===== config.mk =====
export PLATFORM = sky130hd
export DESIGN_NAME = pipeline_fetch_flat
export DESIGN_NICKNAME = d
export VERILOG_FILES = /design/src/rtl/pipeline_fetch_if.sv /design/src/rtl/pipeline_fetch.sv /design/src/flat_wrapper.sv
export SDC_FILE = /design/constraint.sdc
export NUM_CORES = 1
export LEC_CHECK = 0
export CAP_MARGIN = 25
export CORE_ASPECT_RATIO = 1.4
export CORE_MARGIN = 2
export CORE_UTILIZATION = 54
export DETAILED_ROUTE_END_ITERATION = 10
export MAX_ROUTING_LAYER = met4
export PLACE_DENSITY = 0.81
export SKIP_LAST_GASP = 1
export SLEW_MARGIN = 20
export SYNTH_ARGS = -nofsm -noshare
export SYNTH_HDL_FRONTEND = slang
export SYNTH_SLANG_ARGS = --single-unit

===== constraint.sdc =====
create_clock -name clk -period 3.1 [get_ports clk]
set_input_delay 0.62 -clock clk [delete_from_list [all_inputs] [get_ports clk]]
set_output_delay 0.62 -clock clk [all_outputs]
set_load 0.05 [all_outputs]

===== src/rtl/pipeline_fetch_if.sv =====
// Fetch-stage bundle: imem request/response channel, redirect/stall from later
// stages, and the {pc, instruction} pair handed to register fetch.
interface pipeline_fetch_if;
  logic        imem_req_valid;
  logic        imem_req_ready;
  logic [31:0] imem_req_addr;
  logic        imem_resp_valid;
  logic [31:0] imem_resp_data;
  logic        redirect_valid;
  logic [31:0] redirect_pc;
  logic        stall;
  logic        inst_valid;
  logic [31:0] inst_out;
  logic [31:0] pc_out;

  modport master (
    output imem_req_valid, imem_req_addr, inst_valid, inst_out, pc_out,
    input  imem_req_ready, imem_resp_valid, imem_resp_data,
    input  redirect_valid, redirect_pc, stall
  );

  modport slave (
    input  imem_req_valid, imem_req_addr, inst_valid, inst_out, pc_out,
    output imem_req_ready, imem_resp_valid, imem_resp_data,
    output redirect_valid, redirect_pc, stall
  );
endinterface


===== src/rtl/pipeline_fetch.sv =====
// MIPS instruction fetch: PC, imem requests, 2-entry {pc, inst} queue; response to output in 1 cycle.
// Requests are throttled so in-flight + queued never exceeds 2; stall holds the head; redirect flushes.
module pipeline_fetch #(
  parameter logic [31:0] RESET_PC = 32'h0000_0000
) (
  input  logic             clk,
  input  logic             rst_n,
  pipeline_fetch_if.master bus
);
  logic [31:0] pc;
  logic [31:0] resp_pc;
  logic [1:0]  outstanding;
  logic [1:0]  drop;
  logic [1:0]  count;
  logic        rd_ptr;
  logic        wr_ptr;
  logic [31:0] q_pc   [2];
  logic [31:0] q_inst [2];

  logic        head_vld;
  logic        pop;
  logic        resp_ok;
  logic        push;
  logic        req_vld;
  logic        accept;
  logic [2:0]  inflight;
  logic [31:0] redir_target;

  always_comb begin
    head_vld     = (count != 2'd0);
    inflight     = {1'b0, outstanding} + {1'b0, count};
    pop          = head_vld & ~bus.stall & ~bus.redirect_valid;
    // A slot freed by this cycle's pop may be reused by this cycle's request.
    req_vld      = rst_n & ~bus.redirect_valid & (inflight < (pop ? 3'd3 : 3'd2));
    accept       = req_vld & bus.imem_req_ready;
    // Responses with nothing outstanding are stray and leave all state alone.
    resp_ok      = bus.imem_resp_valid & (outstanding != 2'd0);
    push         = resp_ok & (drop == 2'd0) & ~bus.redirect_valid;
    redir_target = bus.redirect_pc & ~32'h3;
  end

  always_ff @(posedge clk or negedge rst_n) begin
    if (!rst_n) begin
      pc          <= RESET_PC;
      resp_pc     <= RESET_PC;
      outstanding <= 2'd0;
      drop        <= 2'd0;
      count       <= 2'd0;
      rd_ptr      <= 1'b0;
      wr_ptr      <= 1'b0;
      q_pc[0]     <= 32'h0;
      q_pc[1]     <= 32'h0;
      q_inst[0]   <= 32'h0;
      q_inst[1]   <= 32'h0;
    end else if (bus.redirect_valid) begin
      // Everything still in flight belongs to the old path; a response landing now is discarded too.
      pc          <= redir_target;
      resp_pc     <= redir_target;
      outstanding <= outstanding - {1'b0, resp_ok};
      drop        <= outstanding - {1'b0, resp_ok};
      count       <= 2'd0;
      rd_ptr      <= 1'b0;
      wr_ptr      <= 1'b0;
    end else begin
      if (accept) begin
        pc <= pc + 32'd4;
      end
      outstanding <= outstanding + {1'b0, accept} - {1'b0, resp_ok};
      if (resp_ok && drop != 2'd0) begin
        drop <= drop - 2'd1;
      end
      if (push) begin
        q_pc[wr_ptr]   <= resp_pc;
        q_inst[wr_ptr] <= bus.imem_resp_data;
        wr_ptr         <= ~wr_ptr;
        resp_pc        <= resp_pc + 32'd4;
      end
      if (pop) begin
        rd_ptr <= ~rd_ptr;
      end
      count <= count + {1'b0, push} - {1'b0, pop};
    end
  end

  assign bus.imem_req_valid = req_vld;
  assign bus.imem_req_addr  = pc;
  assign bus.inst_valid     = head_vld;
  assign bus.inst_out       = head_vld ? q_inst[rd_ptr] : 32'h0;
  assign bus.pc_out         = head_vld ? q_pc[rd_ptr] : resp_pc;
endmodule


===== src/flat_wrapper.sv =====
// flat-port wrapper written by rule: the top's interface ports become plain ports
module pipeline_fetch_flat 
#(
  parameter logic [31:0] RESET_PC = 32'h0000_0000
)
  (clk, rst_n, bus_imem_req_valid, bus_imem_req_addr, bus_inst_valid, bus_inst_out, bus_pc_out, bus_imem_req_ready, bus_imem_resp_valid, bus_imem_resp_data, bus_redirect_valid, bus_redirect_pc, bus_stall);
  pipeline_fetch_if bus_i ();
  input  logic clk;
  input  logic rst_n;
  output wire logic [$bits(bus_i.imem_req_valid)-1:0] bus_imem_req_valid;
  output wire logic [$bits(bus_i.imem_req_addr)-1:0] bus_imem_req_addr;
  output wire logic [$bits(bus_i.inst_valid)-1:0] bus_inst_valid;
  output wire logic [$bits(bus_i.inst_out)-1:0] bus_inst_out;
  output wire logic [$bits(bus_i.pc_out)-1:0] bus_pc_out;
  input wire logic [$bits(bus_i.imem_req_ready)-1:0] bus_imem_req_ready;
  input wire logic [$bits(bus_i.imem_resp_valid)-1:0] bus_imem_resp_valid;
  input wire logic [$bits(bus_i.imem_resp_data)-1:0] bus_imem_resp_data;
  input wire logic [$bits(bus_i.redirect_valid)-1:0] bus_redirect_valid;
  input wire logic [$bits(bus_i.redirect_pc)-1:0] bus_redirect_pc;
  input wire logic [$bits(bus_i.stall)-1:0] bus_stall;
  assign bus_imem_req_valid = bus_i.imem_req_valid;
  assign bus_imem_req_addr = bus_i.imem_req_addr;
  assign bus_inst_valid = bus_i.inst_valid;
  assign bus_inst_out = bus_i.inst_out;
  assign bus_pc_out = bus_i.pc_out;
  assign bus_i.imem_req_ready = bus_imem_req_ready;
  assign bus_i.imem_resp_valid = bus_imem_resp_valid;
  assign bus_i.imem_resp_data = bus_imem_resp_data;
  assign bus_i.redirect_valid = bus_redirect_valid;
  assign bus_i.redirect_pc = bus_redirect_pc;
  assign bus_i.stall = bus_stall;
  pipeline_fetch #(.RESET_PC(RESET_PC)) u_core (.clk(clk), .rst_n(rst_n), .bus(bus_i));
endmodule

==> results.cfg, run 1 <==
[outcome]
status = finished clean

[floorplanning]
initial_core_util_pct = 54.55
die_x_um = 117.3
rows = 58
ios = 168
fp.dieH_um = 162.6
core_um2 = 17780
dieArea_um2 = 19060

[logic_synthesis]
ys_ff_latch = 192
synthAdderAreaFrac_pct = 1.239
syn_inst = 862
ys_warn_count = 0
synth-async-reset-ratio_pct = 100.0
synthTopCellsByArea = dfrtp_1 50%, mux2_2 17%, mux2i_1 6.6%
yosys-mux-area-fraction_pct = 23.91
synth_common_cells = 192 x dfrtp_1, 149 x mux2_2, 67 x nand2_1
syn_area_um2 = 9698
synth_cell_types = 45
synth_area_leader_cell = dfrtp_1
synth_edf_count = 0
syn_avg_cell_area_um2 = 11.25
synth_compound_area_share_pct = 5.083
synth-xor-area-share_pct = 4.786
ys_seq_area_share_pct = 49.54
yosysTopAreaCellShare_pct = 49.54
synth_top_family_by_area = multiplexers
yosysMostFrequentCell = dfrtp_1
ys.flop_type = dfrtp_1
synthSimpleGateAreaFrac_pct = 12.40

[global_route]
grt.overflow.total = 0
grt_first_pass_wirelength_um = 35180
antenna_found_initial = 0
grt_pass1_vias = 7046
grt_max_degree = 140
track_usage_pct = 24.13

[placement]
portBuffers = 161
dp_hpwl_um = 14940
dpl-instance-area_um2 = 11620
place.gp.congestion = 0.9518

[sta]
fin_skew_ns = 0.01193
hold_viol = 0
max_freq_ghz = 0.3343
worstMarginPinSlew_ns = 0.7673
setup_viol = 0
rsz0062_at_grt = false
slew_viol_final = 0
period_minus_slack_ns = 2.992
maxSlewHeadroom_pct = 48.85
min_period_over_period_pct = 96.51
tns_ns = 0

[cts]
cts_buffers = 17
clkTransAtPathRegs_ns = 0.07
tritoncts = built
root_buffer = clkbuf_16
clk_latency_ns = 0.42
clock-sinks = 192
htreeDepth = 4
clk_path_buf_depth = 2

[worst_setup_path]
r2r_end = u_core.bus.imem_req_addr[23]
reg2regPathDepth = 6
startpoint_type = flip-flop
cp_max_fo = 32
worst_setup_path_end_kind = output pin
cp.required_ns = 2.48
arrival_ns = 2.37
path_class = flip-flop to output pin
rr_startpoint = u_core.outstanding[0]
r2r_slack_ns = 0.40

[flow_run]
maxCapViolCount = 0

[detailed_routing]
drtIter0Drc = 403
firstDrtPassIters = 5
wl_per_cell_um = 17.36
drc = 0
via_count = 7153
via_per_inst = 5.659
ant_nets = 0
drt_wl_total_um = 21950

[final_layout]
n_antenna_cell = 0
drive_above_1_share_pct = 22.95
nFillCells = 1349
areaGrowthSynthToFinish_pct = 27.09
final_area_um2 = 12330
layout.nets = 1090

[pwr]
vdd_drop_max_mv = 0.3931
power.total_mw = 10.44
p_per_area_nw_per_um2 = 847.4
p_leak_nw = 5.491

[min_path]
hp-class = primary input to async pin
-- routing by layer --
layer | part of all wire, % | GRT usage [%] | up-vias
met5 | 0 | - | -
met4 | 2.6 | 8.877 | 0
met3 | 4.0 | 3.089 | 32
met2 | 52 | 39.76 | 181
met1 | 42 | 30.38 | 3589
li1 | - | - | 3351
-- kinds of logic (layout without fill, tap and decap cells) --
logic type,count (synthesis),in the layout
xor gates and xnor gates,53,53
DFF,192,192
other,1,4
buffers and inverters,70,229
muxes,213,213
adders and majority gates,9,9
and+or+nand+nor,238,238
AOI/OAI and AO/OA,86,86
-- how the worst max path moves through the flow --
stage                                               to  slack, ns  cells after the start            start
final                                    bus_pc_out[4]       0.11                      5  u_core.count[1]
after global routing                    bus_pc_out[19]       0.01                      5  u_core.count[1]
after CTS                             bus_inst_out[24]     0.0007                      5  u_core.count[1]
after detailed placement  u_core.bus.imem_req_addr[23]       0.23                      5        bus_stall
after global placement    u_core.bus.imem_req_addr[23]       0.23                      5        bus_stall
after floorplan                         bus_pc_out[10]       0.16                      4    u_core.rd_ptr
-- stage by stage --
step	instances	setup WS, ns	hold WS, ns	utilization, %
final	1264	0.1083	0.3259	69.32
after global routing	1264	0.01150	0.3585	69.32
after CTS	1264	0.0007292	0.3987	68.95
after detailed placement	1231	0.2290	0.4945	65.35
after global placement	1231	0.2315	0.4879	65.35
after floorplan	865	0.1563	0.3244	-
-- cell usage in the layout (no fill, tap or decap), types with 3 or more instances in the layout --
cell type	netlist	final
xnor2_1	37	37
and4_1	14	14
nand2_1	67	67
and2_1	5	4
buf_12	0	8
buf_4	4	34
conb_1	1	4
nand3_1	23	23
clkbuf_8	0	3
or3_1	3	3
and3_1	9	9
or4_1	6	6
o21ai_0	43	43
clkbuf_16	0	17
o31ai_1	7	7
mux2i_1	64	64
dfrtp_1	192	191
dlymetal6s2s_1	0	23
nor3_1	8	7
inv_1	12	12
nand4_1	15	15
a31oi_1	9	9
a21oi_1	19	19
nor2_1	60	60
bufinv_16	0	3
xor2_1	16	16
nor4_1	12	12
clkdlybuf4s50_1	0	115
mux2_2	149	149
inv_6	0	3
nor2b_1	3	3
ha_1	8	8
nor4b_1	5	4
-- where the power goes --
group	switching (mW)	internal, mW
registers	0.582	3.35
logic	2.41	1.80
clock network	0.957	1.34
-- worst max-delay path, stage by stage (launching register included) --
cell and delay, ns:
dfrtp_1 0.45, nor2_4 0.26, buf_12 0.21, nand2_1 0.06, o21ai_0 0.11, clkdlybuf4s50_1 0.85
-- state kept, by name, summed over array words and instances, names as in the netlist --
| signal | cells |
|---|---|
| u_core.count | 2 |
| u_core.rd_ptr | 1 |
| u_core.q_inst | 64 |
| u_core.outstanding | 2 |
| u_core.drop | 2 |
| u_core.resp_pc | 30 |
| u_core.q_pc | 60 |
| u_core.bus.imem_req_addr | 30 |
| u_core.wr_ptr | 1 |
-- cell type report --
cell class                 count  area [um^2]  share of cell area [%]
sequential                   192         4808                   39.01
timing repair buffer         184         1901                   15.42
clock buffer                  20        456.7                   3.705
tap                          240        300.3                   2.436
clock inverter                12        171.4                   1.391
inverter                      13        48.80                  0.3959
multi-input combinational    603         4639                   37.64
-- what timing repair did --
action,4_1_cts,5_1_grt
resized for setup,2,24
hold buffers,0,0
buffers inserted,1,0
endpoints found under the setup margin,12,24
Note: power is estimated with default switching activity, not from simulation.
==> inputs of run 2 (changes only) <==
- MAX_ROUTING_LAYER: met4 -> default
- SLEW_MARGIN: 20 -> default
==> run 2 against run 1 <==
Compared with the run above:
- global-route usage down 0.16 points
- non-clock buffer count increased by 3
- hold slack worse by 0.014 ns
- fmax shrank 0.20%
- via count about the same
- sequential share of layout area rose by 0.083 points
- clock power decreased by 3%
- clock skew grew 0.00063 ns
- combinational power is essentially flat
- sequential power hardly changed
- clock-buffer cell count down 1
- critical path type unchanged
==> results.cfg, run 2 (same netlist as run 1, synthesis figures left out) <==
[final_layout]
drive_above_1_share_pct = 23.27
regMostFlops = u_core.q_inst
finalNonFillerCells = 1267
largest_register_ffs = 64
areaGrowthSynthToFinish_pct = 26.82
final_area_um2 = 12300
multiInputGateArea_um2 = 4639
n_antenna_cell = 0
final_cell_mix = 191 x dfrtp_1, 149 x mux2_2, 117 x clkdlybuf4s50_1
final_common_cell = dfrtp_1
layout.nets = 1093
nFillCells = 1345
largestRegisters = u_core.q_inst (64), u_core.q_pc (60)
regArea_um2 = 4808

[sta]
max_freq_ghz = 0.3336
min_period_over_period_pct = 96.70
maxSlewHeadroom_pct = 45.32
setup_viol = 0
slew_viol_final = 0
hold_viol = 0
worstMarginPinSlew_ns = 0.8203
period_minus_slack_ns = 2.998
rsz0062_at_grt = true
fin_skew_ns = 0.01256

[floorplanning]
rows = 58
die_x_um = 117.3
dieArea_um2 = 19060
ios = 168
core_um2 = 17780
fp.dieH_um = 162.6
initial_core_util_pct = 54.55

[pwr]
seqPwrFrac_pct = 38.0
netSwitchingPower_mw = 3.946
pwr-share-clk_pct = 21.5
comb_power_share_pct = 40.6
p_per_area_nw_per_um2 = 841.3
p_leak_nw = 5.490
p_sw_share_pct = 38.14
intPower_mw = 6.401
power.total_mw = 10.35
vdd_drop_max_mv = 0.4443

[detailed_routing]
via_per_inst = 5.645
wl_per_cell_um = 17.35
firstDrtPassIters = 7
via_count = 7152
drtIter0Drc = 576
ant_nets = 0
drt_wl_total_um = 21980
drc = 0

[worst_setup_path]
critPathTopFamily = adder cells
critPathBufInv = 1
cp.required_ns = 2.48
crit_chain = ha_1 > fa_1 > o31a_1 > nor4b_4 > buf_12
critical_path.max_stage_delay_ns = 0.48
cp_max_fo = 10
crit_path_top_delay_cell = fa_1
arrival_ns = 2.38
path_class = flip-flop to output pin
worst_setup_path_end_kind = output pin
startpoint_type = flip-flop

[outcome]
status = finished clean

[cts]
clkTransAtPathRegs_ns = 0.07
cts_hold_buf = 0
tritoncts = built
root_buffer = clkbuf_16
clk_path_buf_depth = 2
clock-sinks = 192
clk_latency_ns = 0.44
htreeDepth = 4
cts_buffers = 17

[global_route]
grt.overflow.total = 0
grt_pass1_vias = 7255
grt_max_degree = 153
grt_first_pass_wirelength_um = 35830
antenna_found_initial = 0
track_usage_pct = 23.97

[placement]
dpl-instance-area_um2 = 11620
dp_hpwl_um = 15000
portBuffers = 161
place.gp.congestion = 0.9272
dp.cells = 1234

[min_path]
hp-class = primary input to async pin

[flow_run]
maxCapViolCount = 0
[run 2: power by group through the flow]
| stage | sequential (mW) | combinational (mW) | clock (mW) |
|---|---|---|---|
| 6_report | 3.93 | 4.20 | 2.22 |
| 5_1_grt | 4.04 | 4.52 | 2.37 |
| 4_1_cts | 3.93 | 4.25 | 2.26 |
| 3_5_place_dp | 3.98 | 4.20 | 0 |
| 3_3_place_gp | 3.93 | 4.13 | 0 |
| 2_1_floorplan | 3.93 | 2.93 | 0 |
[run 2: layout make-up]
class,count,area share [%]
sequential,192,39.09
multi-input combinational,603,37.72
timing repair buffer,187,15.45
tap,240,2.442
clock inverter,13,1.211
inverter,13,0.3967
clock buffer,19,3.683
[run 2: per-stage QoR]
stage          setup TNS (ns)  utilization (%)  setup WS (ns)  hold slack, ns
2_1_floorplan               0                -         0.1563          0.3244
3_3_place_gp                0            65.33         0.2371          0.4878
3_5_place_dp                0            65.33         0.2135          0.4947
4_1_cts                     0            68.80        0.02396          0.3198
5_1_grt              -0.02593            69.18       -0.02593          0.3485
6_report                    0            69.18         0.1022          0.3118
[run 2: path summary, 6_finish.rpt]
path | start | to | slack [ns] | cells after the start
setup / recovery | u_core.outstanding[0] | bus_imem_req_valid | 0.10 | 5
hold / removal | rst_n | u_core.bus.imem_req_addr[16] | 0.31 | 2
setup reg to reg | u_core.outstanding[0] | u_core.bus.imem_req_addr[23] | 0.32 | 6
hold reg to reg | u_core.q_pc[54] | u_core.q_pc[54] | 0.51 | 1
max in group asynchronous | rst_n | u_core.q_pc[57] | 2.13 | 2
min in group clk | u_core.q_pc[54] | u_core.q_pc[54] | 0.51 | 1
[run 2: what timing repair did]
action / 4_1_cts / 5_1_grt
buffers inserted: 1 / 0
gates resized for setup: 0 / 24
endpoints found under the setup margin: 29 / 24
[run 2: metal layers]
layer	wire length (um)	global-route usage [%]	vias to the layer above
met5	0	0	-
met4	474	8.503	0
met3	868	4.057	30
met2	11370	41.35	179
met1	9273	30.01	3580
li1	-	-	3363
